**src/rtl/llr_ser_pkg.sv**
```systemverilog
// Shared constants and helpers for the symbol-to-bit LLR serializer.
// - cQAM_*        : legal values of the per-symbol qam tag (bits per symbol)
// - bits_per_sym  : maps a qam tag to 1..3 bits per symbol, 0 marks an illegal tag
// The symbol record itself is declared inside the modules that know pLLR_W and pLEN_W,
// and is handed to the FIFO as a type parameter.
package llr_ser_pkg;

   localparam logic [3:0] cQAM_BPSK = 4'd1;
   localparam logic [3:0] cQAM_QPSK = 4'd2;
   localparam logic [3:0] cQAM_8PSK = 4'd3;

   function automatic logic [1:0] bits_per_sym(input logic [3:0] qam);
      logic [1:0] bps;
      case (qam)
         cQAM_BPSK: bps = 2'd1;
         cQAM_QPSK: bps = 2'd2;
         cQAM_8PSK: bps = 2'd3;
         default:   bps = 2'd0;
      endcase
      return bps;
   endfunction

endpackage

```
**src/rtl/llr_sym2bit_serializer_if.sv**
```systemverilog
// Symbol-in / LLR-out stream bundle of the serializer.
// - ival/isop/iqam/iLLR/ilen/ordy : symbol stream from the demapper (ordy flows back)
// - oval/osop/oeop/oLLR/iordy     : LLR stream towards the decoder buffer (iordy flows back)
// slave is the serializer's view, master is the view of the logic around it.
interface llr_sym2bit_serializer_if #(
   parameter int unsigned pLLR_W = 4,
   parameter int unsigned pLEN_W = 16
);
   logic                   ival;
   logic                   isop;
   logic [3:0]             iqam;
   logic [0:2][pLLR_W-1:0] iLLR;
   logic [pLEN_W-1:0]      ilen;
   logic                   ordy;
   logic                   oval;
   logic                   osop;
   logic                   oeop;
   logic [pLLR_W-1:0]      oLLR;
   logic                   iordy;

   modport slave (
      input  ival, isop, iqam, iLLR, ilen, iordy,
      output ordy, oval, osop, oeop, oLLR
   );

   modport master (
      output ival, isop, iqam, iLLR, ilen, iordy,
      input  ordy, oval, osop, oeop, oLLR
   );
endinterface

```
**src/rtl/llr_ser_sym_fifo.sv**
```systemverilog
// Two-entry register FIFO holding symbol records; entry 0 is always the head.
// - iclk, ireset : clock, asynchronous active-high reset
// - push_i, wdata_i : write one record (caller guarantees !full_o unless popping)
// - pop_i, rdata_o  : drop / read the head record
// - full_o, empty_o : occupancy flags
module llr_ser_sym_fifo #(
   parameter type sym_t = logic
) (
   input  logic iclk,
   input  logic ireset,
   input  logic push_i,
   input  logic pop_i,
   input  sym_t wdata_i,
   output sym_t rdata_o,
   output logic full_o,
   output logic empty_o
);

   sym_t       mem_q [2];
   sym_t       mem_d [2];
   logic [1:0] cnt_q, cnt_d;
   logic [1:0] slot;

   always_comb begin
      mem_d = mem_q;
      cnt_d = cnt_q + {1'b0, push_i} - {1'b0, pop_i};
      // Write slot accounts for the shift caused by a same-cycle pop.
      slot  = cnt_q - {1'b0, pop_i};
      if (pop_i) begin
         mem_d[0] = mem_q[1];
      end
      if (push_i) begin
         mem_d[slot[0]] = wdata_i;
      end
   end

   always_ff @(posedge iclk or posedge ireset) begin
      if (ireset) begin
         cnt_q    <= '0;
         mem_q[0] <= '0;
         mem_q[1] <= '0;
      end else begin
         cnt_q    <= cnt_d;
         mem_q[0] <= mem_d[0];
         mem_q[1] <= mem_d[1];
      end
   end

   assign rdata_o = mem_q[0];
   assign full_o  = (cnt_q == 2'd2);
   assign empty_o = (cnt_q == 2'd0);

endmodule

```
**src/rtl/llr_sym2bit_serializer.sv**
```systemverilog
// Symbol-rate to bit-rate LLR serializer with frame sop/eop marking.
// - iclk, ireset : clock, asynchronous active-high reset
// - iclkena      : clock enable, all state holds while low
// - bus (slave)  : symbol input stream (ival/isop/iqam/iLLR/ilen, ordy) and
//                  LLR output stream (oval/osop/oeop/oLLR, iordy)
// - oerr         : one-cycle pulse on illegal qam, ilen==0 or a sop arriving before eop
module llr_sym2bit_serializer
   import llr_ser_pkg::*;
#(
   parameter int unsigned pLLR_W = 4,
   parameter int unsigned pLEN_W = 16
) (
   input  logic                        iclk,
   input  logic                        ireset,
   input  logic                        iclkena,
   llr_sym2bit_serializer_if.slave     bus,
   output logic                        oerr
);

   // Each entry carries its own frame length so queued sop symbols cannot clobber each other.
   typedef struct packed {
      logic                   sop;
      logic [1:0]             bps;
      logic [pLEN_W-1:0]      len;
      logic [0:2][pLLR_W-1:0] llr;
   } sym_t;

   localparam logic [pLEN_W-1:0] cOne = {{(pLEN_W-1){1'b0}}, 1'b1};

   sym_t              in_sym, fifo_head, head;
   logic              fifo_full, fifo_empty, fifo_push, fifo_pop;
   logic [1:0]        in_bps;
   logic              accept, push_ok, illegal_qam;
   logic              head_vld, head_last, load, pop_head;
   logic              is_sop, cur_in_frame, eop;
   logic [pLEN_W-1:0] cur_cnt, cur_len;

   logic [1:0]        k_q, k_d;
   logic [pLEN_W-1:0] cnt_q, cnt_d, len_q, len_d;
   logic              in_frame_q, in_frame_d;
   logic              oval_q, oval_d, osop_q, osop_d, oeop_q, oeop_d, oerr_q, oerr_d;
   logic [pLLR_W-1:0] ollr_q, ollr_d;

   assign in_bps      = bits_per_sym(bus.iqam);
   assign accept      = bus.ival & bus.ordy & iclkena;
   assign push_ok     = accept & (in_bps != 2'd0);
   assign illegal_qam = accept & (in_bps == 2'd0);

   assign in_sym = '{sop: bus.isop, bps: in_bps, len: bus.ilen, llr: bus.iLLR};

   // An empty FIFO is bypassed so a fresh symbol reaches the output register on its accept edge.
   assign head      = fifo_empty ? in_sym : fifo_head;
   assign head_vld  = !fifo_empty | push_ok;
   assign head_last = ((k_q + 2'd1) == head.bps);
   assign load      = iclkena & head_vld & (!oval_q | bus.iordy);
   assign pop_head  = load & head_last;
   // A bypassed symbol fully consumed on its accept edge never enters the FIFO.
   assign fifo_push = push_ok & !(fifo_empty & pop_head);
   assign fifo_pop  = pop_head & !fifo_empty;

   llr_ser_sym_fifo #(
      .sym_t (sym_t)
   ) u_fifo (
      .iclk    (iclk),
      .ireset  (ireset),
      .push_i  (fifo_push),
      .pop_i   (fifo_pop),
      .wdata_i (in_sym),
      .rdata_o (fifo_head),
      .full_o  (fifo_full),
      .empty_o (fifo_empty)
   );

   // Frame tracking as seen by the LLR currently being loaded.
   always_comb begin
      is_sop       = head.sop & (k_q == 2'd0);
      cur_in_frame = is_sop | in_frame_q;
      cur_cnt      = is_sop ? '0 : cnt_q;
      cur_len      = len_q;
      if (is_sop) begin
         cur_len = (head.len == '0) ? cOne : head.len;
      end
      eop = cur_in_frame & (cur_cnt == (cur_len - cOne));
   end

   always_comb begin
      k_d        = k_q;
      cnt_d      = cnt_q;
      len_d      = len_q;
      in_frame_d = in_frame_q;
      oval_d     = oval_q;
      osop_d     = osop_q;
      oeop_d     = oeop_q;
      ollr_d     = ollr_q;
      oerr_d     = oerr_q;
      if (iclkena) begin
         oerr_d = illegal_qam | (load & is_sop & (in_frame_q | (head.len == '0)));
         if (load) begin
            k_d        = head_last ? 2'd0 : k_q + 2'd1;
            cnt_d      = cur_cnt + cOne;
            len_d      = cur_len;
            in_frame_d = cur_in_frame & !eop;
            oval_d     = 1'b1;
            osop_d     = is_sop;
            oeop_d     = eop;
            ollr_d     = head.llr[k_q];
         end else if (bus.iordy) begin
            oval_d = 1'b0;
         end
      end
   end

   always_ff @(posedge iclk or posedge ireset) begin
      if (ireset) begin
         k_q        <= '0;
         cnt_q      <= '0;
         len_q      <= '0;
         in_frame_q <= 1'b0;
         oval_q     <= 1'b0;
         osop_q     <= 1'b0;
         oeop_q     <= 1'b0;
         ollr_q     <= '0;
         oerr_q     <= 1'b0;
      end else begin
         k_q        <= k_d;
         cnt_q      <= cnt_d;
         len_q      <= len_d;
         in_frame_q <= in_frame_d;
         oval_q     <= oval_d;
         osop_q     <= osop_d;
         oeop_q     <= oeop_d;
         ollr_q     <= ollr_d;
         oerr_q     <= oerr_d;
      end
   end

   assign bus.ordy = !fifo_full;
   assign bus.oval = oval_q;
   assign bus.osop = osop_q;
   assign bus.oeop = oeop_q;
   assign bus.oLLR = ollr_q;
   assign oerr     = oerr_q;

endmodule

```
**src/flat_wrapper.sv**
```systemverilog
// flat-port wrapper written by rule: the top's interface ports become plain ports
module llr_sym2bit_serializer_flat import llr_ser_pkg::*;
#(
   parameter int unsigned pLLR_W = 4,
   parameter int unsigned pLEN_W = 16
)
  (iclk, ireset, iclkena, oerr, bus_ival, bus_isop, bus_iqam, bus_iLLR, bus_ilen, bus_iordy, bus_ordy, bus_oval, bus_osop, bus_oeop, bus_oLLR);
  llr_sym2bit_serializer_if #(.pLLR_W(pLLR_W), .pLEN_W(pLEN_W)) bus_i ();
  input  logic iclk;
  input  logic ireset;
  input  logic iclkena;
  output logic oerr;
  input wire logic [$bits(bus_i.ival)-1:0] bus_ival;
  input wire logic [$bits(bus_i.isop)-1:0] bus_isop;
  input wire logic [$bits(bus_i.iqam)-1:0] bus_iqam;
  input wire logic [$bits(bus_i.iLLR)-1:0] bus_iLLR;
  input wire logic [$bits(bus_i.ilen)-1:0] bus_ilen;
  input wire logic [$bits(bus_i.iordy)-1:0] bus_iordy;
  output wire logic [$bits(bus_i.ordy)-1:0] bus_ordy;
  output wire logic [$bits(bus_i.oval)-1:0] bus_oval;
  output wire logic [$bits(bus_i.osop)-1:0] bus_osop;
  output wire logic [$bits(bus_i.oeop)-1:0] bus_oeop;
  output wire logic [$bits(bus_i.oLLR)-1:0] bus_oLLR;
  assign bus_i.ival = bus_ival;
  assign bus_i.isop = bus_isop;
  assign bus_i.iqam = bus_iqam;
  assign bus_i.iLLR = bus_iLLR;
  assign bus_i.ilen = bus_ilen;
  assign bus_i.iordy = bus_iordy;
  assign bus_ordy = bus_i.ordy;
  assign bus_oval = bus_i.oval;
  assign bus_osop = bus_i.osop;
  assign bus_oeop = bus_i.oeop;
  assign bus_oLLR = bus_i.oLLR;
  llr_sym2bit_serializer #(.pLLR_W(pLLR_W), .pLEN_W(pLEN_W)) u_core (.iclk(iclk), .ireset(ireset), .iclkena(iclkena), .bus(bus_i), .oerr(oerr));
endmodule
```
**config.mk**
```make
export PLATFORM = sky130hd
export DESIGN_NAME = llr_sym2bit_serializer_flat
export DESIGN_NICKNAME = d
export VERILOG_FILES = /design/src/rtl/llr_ser_pkg.sv /design/src/rtl/llr_sym2bit_serializer_if.sv /design/src/rtl/llr_ser_sym_fifo.sv /design/src/rtl/llr_sym2bit_serializer.sv /design/src/flat_wrapper.sv
export SDC_FILE = /design/constraint.sdc
export NUM_CORES = 1
export LEC_CHECK = 0
export BUFFER_PORTS_ARGS = -buffer_cell sky130_fd_sc_hd__buf_2
export CAP_MARGIN = 5
export CELL_PAD_IN_SITES_DETAIL_PLACEMENT = 0
export CELL_PAD_IN_SITES_GLOBAL_PLACEMENT = 1
export CORE_MARGIN = 2
export CORE_UTILIZATION = 52
export CTS_CLUSTER_DIAMETER = 200
export DETAILED_ROUTE_END_ITERATION = 7
export PLACE_DENSITY = 0.94
export SLEW_MARGIN = 5
export SYNTH_ARGS = -nofsm -noshare
export SYNTH_HDL_FRONTEND = slang
export SYNTH_HIERARCHICAL = 1
export SYNTH_SLANG_ARGS = --single-unit
export TNS_END_PERCENT = 1
```
**constraint.sdc**
```tcl
create_clock -name iclk -period 5.9 [get_ports iclk]
set_clock_uncertainty 0.2 [all_clocks]
set_input_delay 0.295 -clock iclk [delete_from_list [all_inputs] [get_ports iclk]]
set_output_delay 0.295 -clock iclk [all_outputs]
set_load 0.05 [all_outputs]
```
==> results.json <==
{
  "status": "finished, final reports clean",
  "fmax_mhz": 224,
  "dieWidth_um": 118,
  "antenna_found_initial": 0,
  "reg2reg_depth": 16,
  "finalHoldViolations": 0,
  "synth_seq_cells": 107,
  "synth.area.top_cells": "dfrtp_1 (40%), mux2i_1 (12%), mux2_4 (6.7%), o21ai_0 (5.5%), nand2_1 (3.7%)",
  "post-route-util_pct": 57.1,
  "crit_required_ns": 5.99,
  "drv_cap": 0,
  "placedInstanceArea_um2": 6860,
  "min_period_ns": 4.47,
  "syn_area_per_cell_um2": 10.0,
  "tightest_slew_ns": 1.16,
  "drtPass1Iterations": 5,
  "rrSetupSlack_ns": 1.43,
  "drtAntennaViolNets": 0,
  "grt_pass1_wl_um": 26000,
  "p_total_mw": 3.82,
  "r2r-start": "u_core/u_fifo/cnt_q[0]",
  "diodes": 0,
  "cts_tree": "built",
  "slew_headroom_pct": 22.2,
  "synth_top_cell_by_area": "dfrtp_1",
  "drc_errors": 0,
  "nets": 724,
  "gp_congestion": 0.927,
  "dr.first_iter.drc_count": 434,
  "syn_inst": 674,
  "clock_latency_ns": 0.35,
  "totalWireLength_um": 15900,
  "most-common-layout-cells": "dfrtp_1 (107), mux2i_1 (78), o21ai_0 (74)",
  "worstSetupPathType": "flip-flop to flip-flop",
  "dieArea_um2": 13900,
  "whs_ns": 0.0117,
  "critPathArrivalTime_ns": 4.56,
  "postLayoutCellArea_um2": 7230,
  "clk_pin_slew_ns": 0.07,
  "r2r_end": "u_core/bus.oeop",
  "gr-usage-all-layers_pct": 23.3,
  "grt_pass1_vias": 4927,
  "end_kind": "flip-flop",
  "vias_per_cell": 5.98,
  "leakage_nw": 3.25,
  "finalMaxSlewViolations": 0,
  "rsz0062_at_grt": "false",
  "drive_gt1_share_pct": 18.6,
  "synth_ff_type": "dfrtp_1",
  "numCtsBuffers": 9,
  "ctsRootBufferMaster": "clkbuf_16",
  "htreeDepth": 3,
  "wire_per_inst_um": 18.5,
  "fp.dieH_um": 118,
  "min-delay-start": "bus_iLLR[3]",
  "synth-edff-count": 0,
  "clock_path_buffers": 2,
  "initial_core_util_pct": 53.4,
  "dp_hpwl_um": 11100,
  "min_period_over_period_pct": 75.7,
  "grt-ovfl-total": 0,
  "ys_types": 73,
  "cts_sinks": 107,
  "synth_top_area_share_pct": 39.5,
  "hold_depth": 2,
  "grt_max_degree": 65,
  "regArea_um2": 2680,
  "finalSetupTns_ns": 0,
  "fillers": 1085,
  "hold_path.class": "primary input to flip-flop",
  "rows": 41,
  "via_count": 5116,
  "multi_input_area_um2": 3630,
  "boundaryPins": 47,
  "setup_viol": 0,
  "critPathLaunchType": "flip-flop",
  "layout_commonest_cell": "dfrtp_1",
  "coreArea_um2": 12700,
  "io_buffers": 46,
  "critPathMaxFanout": 32,
  "synth_warnings": 6,
  "synth_area_um2": 6770,
  "irDropWorstVdd_mv": 0.276,
  "async_flop_share_pct": 100,
  "area_delta_synth_final_pct": 6.78,
  "postSynthNetCount": 717,
  "power.density_nw_per_um2": 528,
  "ys_seq_area_share_pct": 39.5
}
==> how the worst max path moves through the flow <==
stage	from	endpoint	slack, ns	cells after the start
after global routing	u_core/u_fifo/cnt_q[0]	u_core/bus.oeop	1.12	16
after detailed placement	u_core/u_fifo/cnt_q[0]	u_core/bus.oeop	1.52	16
after floorplan	u_core/k_q[0]	u_core/bus.oeop	1.92	19
final	u_core/u_fifo/cnt_q[0]	u_core/bus.oeop	1.43	16
after CTS	u_core/u_fifo/cnt_q[0]	u_core/bus.oeop	1.49	16
after global placement	u_core/u_fifo/cnt_q[0]	u_core/bus.oeop	1.64	16
==> per-layer routing <==
layer  part of all wire [%]  wire, um  vias to the layer above  GRT usage, %
met1                     47      7450                     2514          34.0
met2                     45      7100                      189          34.6
met4                    1.8       281                        0          7.68
li1                       -         -                     2391             -
met5                      0         0                        -             0
met3                    6.5      1030                       22          4.80
==> cell usage after synthesis (3+ instances only) <==
cell type and count:
clkbuf_1 16, nand2b_1 8, xnor2_1 22, mux4_2 4, o21a_1 3, nor3_1 22
nand4_1 7, mux2_4 30, and2_1 6, nand3_1 9, a21oi_1 16, mux2_2 7
nor4_1 5, buf_6 5, a211oi_1 3, a31oi_1 4, buf_4 33, clkbuf_2 3
o31a_1 4, mux2i_1 78, nand3b_1 3, nand2_1 67, o21ai_0 74, nor3b_1 7
ha_1 5, xor2_1 12, nor2_1 32, buf_2 9, inv_1 11, and3_1 5
dfrtp_1 107
==> cells by family (layout without fill, tap and decap cells) <==
group	after synthesis	in the layout	share of synthesized area, %
AND/OR/NAND/NOR	191	191	14.4
AO/OA/AOI/OAI	136	136	12.6
multiplexers	120	120	20.8
flip-flops	107	107	39.5
buffers and inverters	80	89	7.04
XOR/XNOR	35	35	4.64
adder cells (fa/ha/maj)	5	5	0.924
==> stage by stage <==
stage | cells | worst slack (ns)
floorplan | 674 | 1.92
global placement | 832 | 1.64
detailed placement | 832 | 1.52
CTS | 855 | 1.49
global route | 855 | 1.12
finish | 855 | 1.43
==> power breakdown <==
group          switching, mW  internal (mW)  leakage [nW]
Sequential             0.287           1.02          1.37
Clock                  0.265          0.320         0.137
Combinational           1.07          0.857          1.74
Total                   1.62           2.20          3.25
==> critical path, cell delays in order (launching register included) <==
cell       delay, ns
dfrtp_1         0.55
nor2_4          0.07
buf_4           0.25
or4_1           0.56
o22a_2          0.25
a2111oi_4       0.38
nor3_1          0.13
o21bai_1        0.19
ha_1            0.30
xnor2_1         0.17
xnor2_1         0.15
a211oi_1        0.20
a31oi_1         0.08
a2111oi_2       0.39
nand4_1         0.15
nor4_2          0.20
a22o_1          0.17
==> repair_timing <==
item / 4_1_cts / 5_1_grt
hold buffers: 10 / 0
endpoints found under the hold margin: 54 / 0
gates resized for setup: 0 / 0
setup endpoints to repair: 0 / 0
setup buffers: 0 / 0
==> cell type report <==
| type | instances | share of cell area (%) |
|---|---|---|
| well taps | 172 | 2.98 |
| flip-flops and latches | 107 | 37.0 |
| repair buffers | 64 | 5.40 |
| clock inverters | 4 | 0.623 |
| multi-input cells | 487 | 50.2 |
| clock buffers | 9 | 3.12 |
| inverters | 12 | 0.623 |
Note: power is estimated with default switching activity, not from simulation.
